**src/rtl/fifo_param.sv**
```systemverilog
// Single-clock synchronous FIFO with registered read data, occupancy count and sticky error flags.
// Read data appears one edge after an accepted read; writes to a full FIFO are dropped unless a read frees the slot in the same cycle.
module fifo_param #(
  parameter int WIDTH    = 8,
  parameter int DEPTH    = 16,
  parameter int AF_LEVEL = DEPTH - 2,
  parameter int AE_LEVEL = 2
) (
  input  logic                     clk,
  input  logic                     rst,
  input  logic [WIDTH-1:0]         din,
  input  logic                     we,
  input  logic                     re,
  output logic [WIDTH-1:0]         dout,
  output logic                     full,
  output logic                     empty,
  output logic                     almost_full,
  output logic                     almost_empty,
  output logic [$clog2(DEPTH):0]   count,
  output logic                     overflow,
  output logic                     underflow
);

  localparam int AW = $clog2(DEPTH);
  localparam int CW = AW + 1;

  logic [WIDTH-1:0] mem [DEPTH];
  logic [AW-1:0]    wp;
  logic [AW-1:0]    rp;
  logic             wr_ok;
  logic             rd_ok;

  assign full         = (count == CW'(DEPTH));
  assign empty        = (count == '0);
  assign almost_full  = (count >= CW'(AF_LEVEL));
  assign almost_empty = (count <= CW'(AE_LEVEL));

  // A full FIFO still takes a write when the same-cycle read frees a slot.
  assign rd_ok = re && !empty;
  assign wr_ok = we && (!full || rd_ok);

  // Storage is not reset; stale entries are unreachable once the pointers clear.
  always_ff @(posedge clk) begin
    if (rst && wr_ok) begin
      mem[wp] <= din;
    end
  end

  always_ff @(posedge clk) begin
    if (!rst) begin
      wp        <= '0;
      rp        <= '0;
      count     <= '0;
      dout      <= '0;
      overflow  <= 1'b0;
      underflow <= 1'b0;
    end else begin
      if (wr_ok) begin
        wp <= wp + 1'b1;
      end
      if (rd_ok) begin
        dout <= mem[rp];
        rp   <= rp + 1'b1;
      end
      if (wr_ok && !rd_ok) begin
        count <= count + 1'b1;
      end else if (rd_ok && !wr_ok) begin
        count <= count - 1'b1;
      end
      if (we && !wr_ok) begin
        overflow <= 1'b1;
      end
      if (re && empty) begin
        underflow <= 1'b1;
      end
    end
  end

endmodule
```
**config.mk**
```make
export PLATFORM = sky130hd
export DESIGN_NAME = fifo_param
export DESIGN_NICKNAME = d
export VERILOG_FILES = /design/src/rtl/fifo_param.sv
export SDC_FILE = /design/constraint.sdc
export NUM_CORES = 1
export LEC_CHECK = 0
export ABC_CLOCK_PERIOD_IN_PS = 4900
export CAP_MARGIN = 5
export CORE_MARGIN = 2
export CORE_UTILIZATION = 64
export DETAILED_ROUTE_END_ITERATION = 10
export GPL_ROUTABILITY_DRIVEN = 0
export PLACE_DENSITY = 0.86
export REMOVE_ABC_BUFFERS = 1
export SLEW_MARGIN = 20
export SYNTH_ARGS = -nofsm -noshare
export SYNTH_HDL_FRONTEND = slang
export SYNTH_SLANG_ARGS = --single-unit
```
**constraint.sdc**
```tcl
create_clock -name clk -period 4.9 [get_ports clk]
set_input_delay 0.49 -clock clk [delete_from_list [all_inputs] [get_ports clk]]
set_output_delay 0.49 -clock clk [all_outputs]
set_load 0.02 [all_outputs]
```
==> summary by stage <==
Finish
The number of antenna diodes in the final layout is 0. The top cell types in the final layout, fill and taps aside, are 128 x sky130_fd_sc_hd__edfxtp_1, 36 x sky130_fd_sc_hd__mux2i_1, 30 x sky130_fd_sc_hd__clkdlybuf4s50_1. In the final layout, the share of cells above drive strength 1 is 0.126. In the final design database the tool counted 423 nets. The number of fillers in the final layout is ~540. The final standard cell count with taps included and fillers excluded is about 540.

The most common cell after layout, fill and taps aside is sky130_fd_sc_hd__edfxtp_1. The layout overhead on the synthesized area is 15.5%.

Setup path
The critical path is of the flop to flop type. The worst setup path is launched from a flop. In this run the critical register-to-register path is captured at count[4]. The worst register-to-register path has a setup slack of ~1700 ps. The most numerous cell on the critical path is sky130_fd_sc_hd__mux2i_1. For the worst setup path, the data arrival time is between 3000 and 4000 ps. The first element of the critical path is count[0]. In this design, the stage delay of the slowest critical-path cell is approximately 740 ps. The worst-path cell with the longest stage delay is sky130_fd_sc_hd__or4_1. The largest fanout on the critical path is 13.

The number of cells on the worst reg-to-reg path is 10. The last element of the critical path is count[4]. Walking the worst path, the cells encountered are or4_1 > o21a_4 > inv_6 > ha_1 > inv_1 > fa_1 > a21o_1 > a21oi_1 > mux2i_1 > mux2i_1. The endpoint required time on the critical path is ~5300 ps. The element type at the critical path end is a flop. In this run the critical register-to-register path is launched from count[0].

Power
The share of total power dissipated in sequential elements is 0.431. Of the total power, combinational logic draws 0.212. Of the total power, the share spent switching nets is 0.275.

In this run the static leakage power is ~2.2 nW. Cell internal power was estimated by the tool at around 2.6 mW. Of the total power, the clock network draws 0.357. The maximum resistive drop on vdd is ~0.30 mV. Power spread over the standard cell area amounts to about 500 nW/um^2.

The net switching power figure is approximately 0.97 mW. The overall power consumption is between 3 and 4 mW.

Drt
The detailed router's first-iteration violation count is roughly 370. The amount of wire on met2 after detailed routing is about 6600 um. The pre-antenna-repair detailed-routing pass consisted of 5 iterations.

The wire length per cell is 23.0 um. The amount of wire on met3 after detailed routing is 922 um. The highest layer touched by signal routing is met4. The total wire length is between 10000 and 15000 um. The number of antenna-violating nets in the routed design is 0. The detailed router placed ~3400 vias in this run. The routed metal-1 wire length is around 4600 um. For this run, design rule violations remaining after detail routing come to 0.

Using the TritonRoute via totals, the vias-per-cell ratio works out to between 6 and 7.

Logic synthesis
Counting flops and latches in the post-synthesis netlist gives around 150. Of the synthesized area, sequential elements account for 0.708. After synthesis the cells add up to 6080 um^2. The distinct cell type count of the synthesized netlist is 40. Averaged over all synthesized cells, the footprint is approximately 16 um^2. The dominant register cell in the synthesized netlist is sky130_fd_sc_hd__edfxtp_1. Counting flops with an async set or reset pin after synthesis yields a share of 0. The count of synthesis-stage warnings from yosys is 0. Counting flops with a built-in enable in the synthesized netlist gives roughly 130. After technology mapping, the gate count stands at roughly 370.

Timing
On the final layout, the worst clock skew is between 10 and 15 ps. The final setup violation count is 0. The number of endpoints with negative hold slack in the final report is 0. The transition at the pin with the smallest max-transition slack is a little over 1000 ps. The relative slew slack is 0.309. The smallest clock period supported by the final layout is computed as ~3200 ps. The sum of negative setup slack is 0 ps. Setup repair after global routing left no endpoint under its margin.

The fraction of the cycle the final worst path needs is 0.657. The maximum achievable frequency is just over 0.3 GHz. The max-slew violation count is 0.

Floorplanning
The starting utilization of the core area is 0.658. The floorplan step defined a die boundary enclosing 10300 um^2. In this run the horizontal extent of the chip is 101 um.

The number of ports placed on the die boundary is 31. The die span in y is between 100 and 150 um. The number of core rows is 35. The placeable core region is just over 9000 um^2.

Clock tree
The number of H-tree branching levels is 4. The number of CTS-inserted buffers is 17. Counting along the longest clock path gives a buffer depth of 2. The clock tree root buffer cell is sky130_fd_sc_hd__clkbuf_8. Clock-pin slew was measured on the worst setup and hold paths at approximately 60 ps. For the worst-skew pair, the clock arrives at the later sink with an insertion delay of between 500 and 600 ps. TritonCTS built the clock tree.

The number of sinks on the clock net is roughly 150. In this run the post-CTS setup repair buffer count came out at 0. The post-cts resize count is 0. Hold repair after CTS inserted 0 buffers.

Worst hold path
The path class of the tightest hold or removal check is flop to flop.

Global routing
Entering global routing, the biggest net connects 36 pins. The all-layer global routing usage is 0.267. The total global routing overflow is 0.

The first-pass GRT wire length is 19300 um. The number of global-route vias before repair is 3446. The initial antenna violation count is 0.

Placement
The post-placement cell count is roughly 500. The half-perimeter wire length after placement is ~7600 um. Buffers placed on the I/O ports in this run total 30.

Run status
The run finished with clean final reports.

Job
The reported max-cap violation count is 0.
## synth_stat cells, drive strengths merged (3+ instances only)
master | instances | area [um^2]
edfxtp | 128 | 3840
nor2 | 21 | 78.8
o21ai | 10 | 50.1
nand3b | 3 | 22.5
ha | 9 | 113
nand3 | 5 | 25.0
and2 | 7 | 43.8
nand2 | 9 | 33.8
buf | 9 | 63.8
nor3 | 9 | 45.0
nor2b | 6 | 37.5
mux4 | 16 | 360
o21a | 4 | 37.5
xnor2 | 7 | 61.3
clkbuf | 12 | 46.3
inv | 5 | 23.8
o22ai | 16 | 100
o211ai | 3 | 36.3
a22oi | 8 | 60.1
mux2i | 36 | 360
dfxtp | 23 | 460
a21oi | 12 | 60.1
## metrics by stage
stage	util	hold WS [ps]	setup slack, ps	area, um^2
6_report	0.760	507	1680	7020
5_1_grt	0.760	542	1480	7020
4_1_cts	0.760	516	1680	7020
3_5_place_dp	0.697	499	1710	6440
3_3_place_gp	0.697	475	1820	6440
2_1_floorplan	-	526	1940	5970
## how the worst min path moves through the flow
stage	startpoint	end	cells after the start
final	underflow	underflow	2
after global routing	underflow	underflow	2
after CTS	underflow	underflow	2
after detailed placement	underflow	underflow	2
after global placement	underflow	underflow	2
after floorplan	rp[1]	rp[1]	2
## metal layers
metal	vias up	global-route usage
met5	-	0
met1	1693	0.331
met2	191	0.459
li1	1500	-
met4	0	0.109
met3	36	0.0614
## state kept, by name, summed over array words and instances, names as in the netlist
name	cells
count	5
dout	8
mem	128
overflow	1
rp	4
underflow	1
wp	4
## layout make-up
class                      count  area (um^2)  area share
multi-input combinational    194         1640       0.234
inverter                       5         23.8     0.00339
sequential                   151         4310       0.613
clock buffer                  19          422      0.0601
timing repair buffer          32          315      0.0449
clock inverter                12          151      0.0216
tap                          129          161      0.0230
## cells by family after synthesis
logic type / Yosys count / share of synthesized area
AND/OR/NAND/NOR: 67 / 0.0554
AO/OA/AOI/OAI: 57 / 0.0624
XOR/XNOR: 8 / 0.0115
multiplexers: 52 / 0.119
flip-flops: 151 / 0.708
buffers and inverters: 26 / 0.0220
adder cells (fa/ha/maj): 10 / 0.0218
## critical path: cells and delay by family (launching register included)
kind	cells	cell delay (ps)
AO/OA/AOI/OAI	3	720
adder cells (fa/ha/maj)	2	600
buffers and inverters	2	230
flip-flops	1	380
multiplexers	2	470
AND/OR/NAND/NOR	1	740
## power by group through the flow
stage | clock network, mW | logic, mW | registers (mW)
floorplan | 0 | 0.395 | 1.62
detailed placement | 0 | 0.738 | 1.55
finish | 1.27 | 0.752 | 1.53
CTS | 1.27 | 0.752 | 1.53
global route | 1.33 | 0.806 | 1.53
global placement | 0 | 0.715 | 1.55
Note: power is estimated with default switching activity, not from simulation.
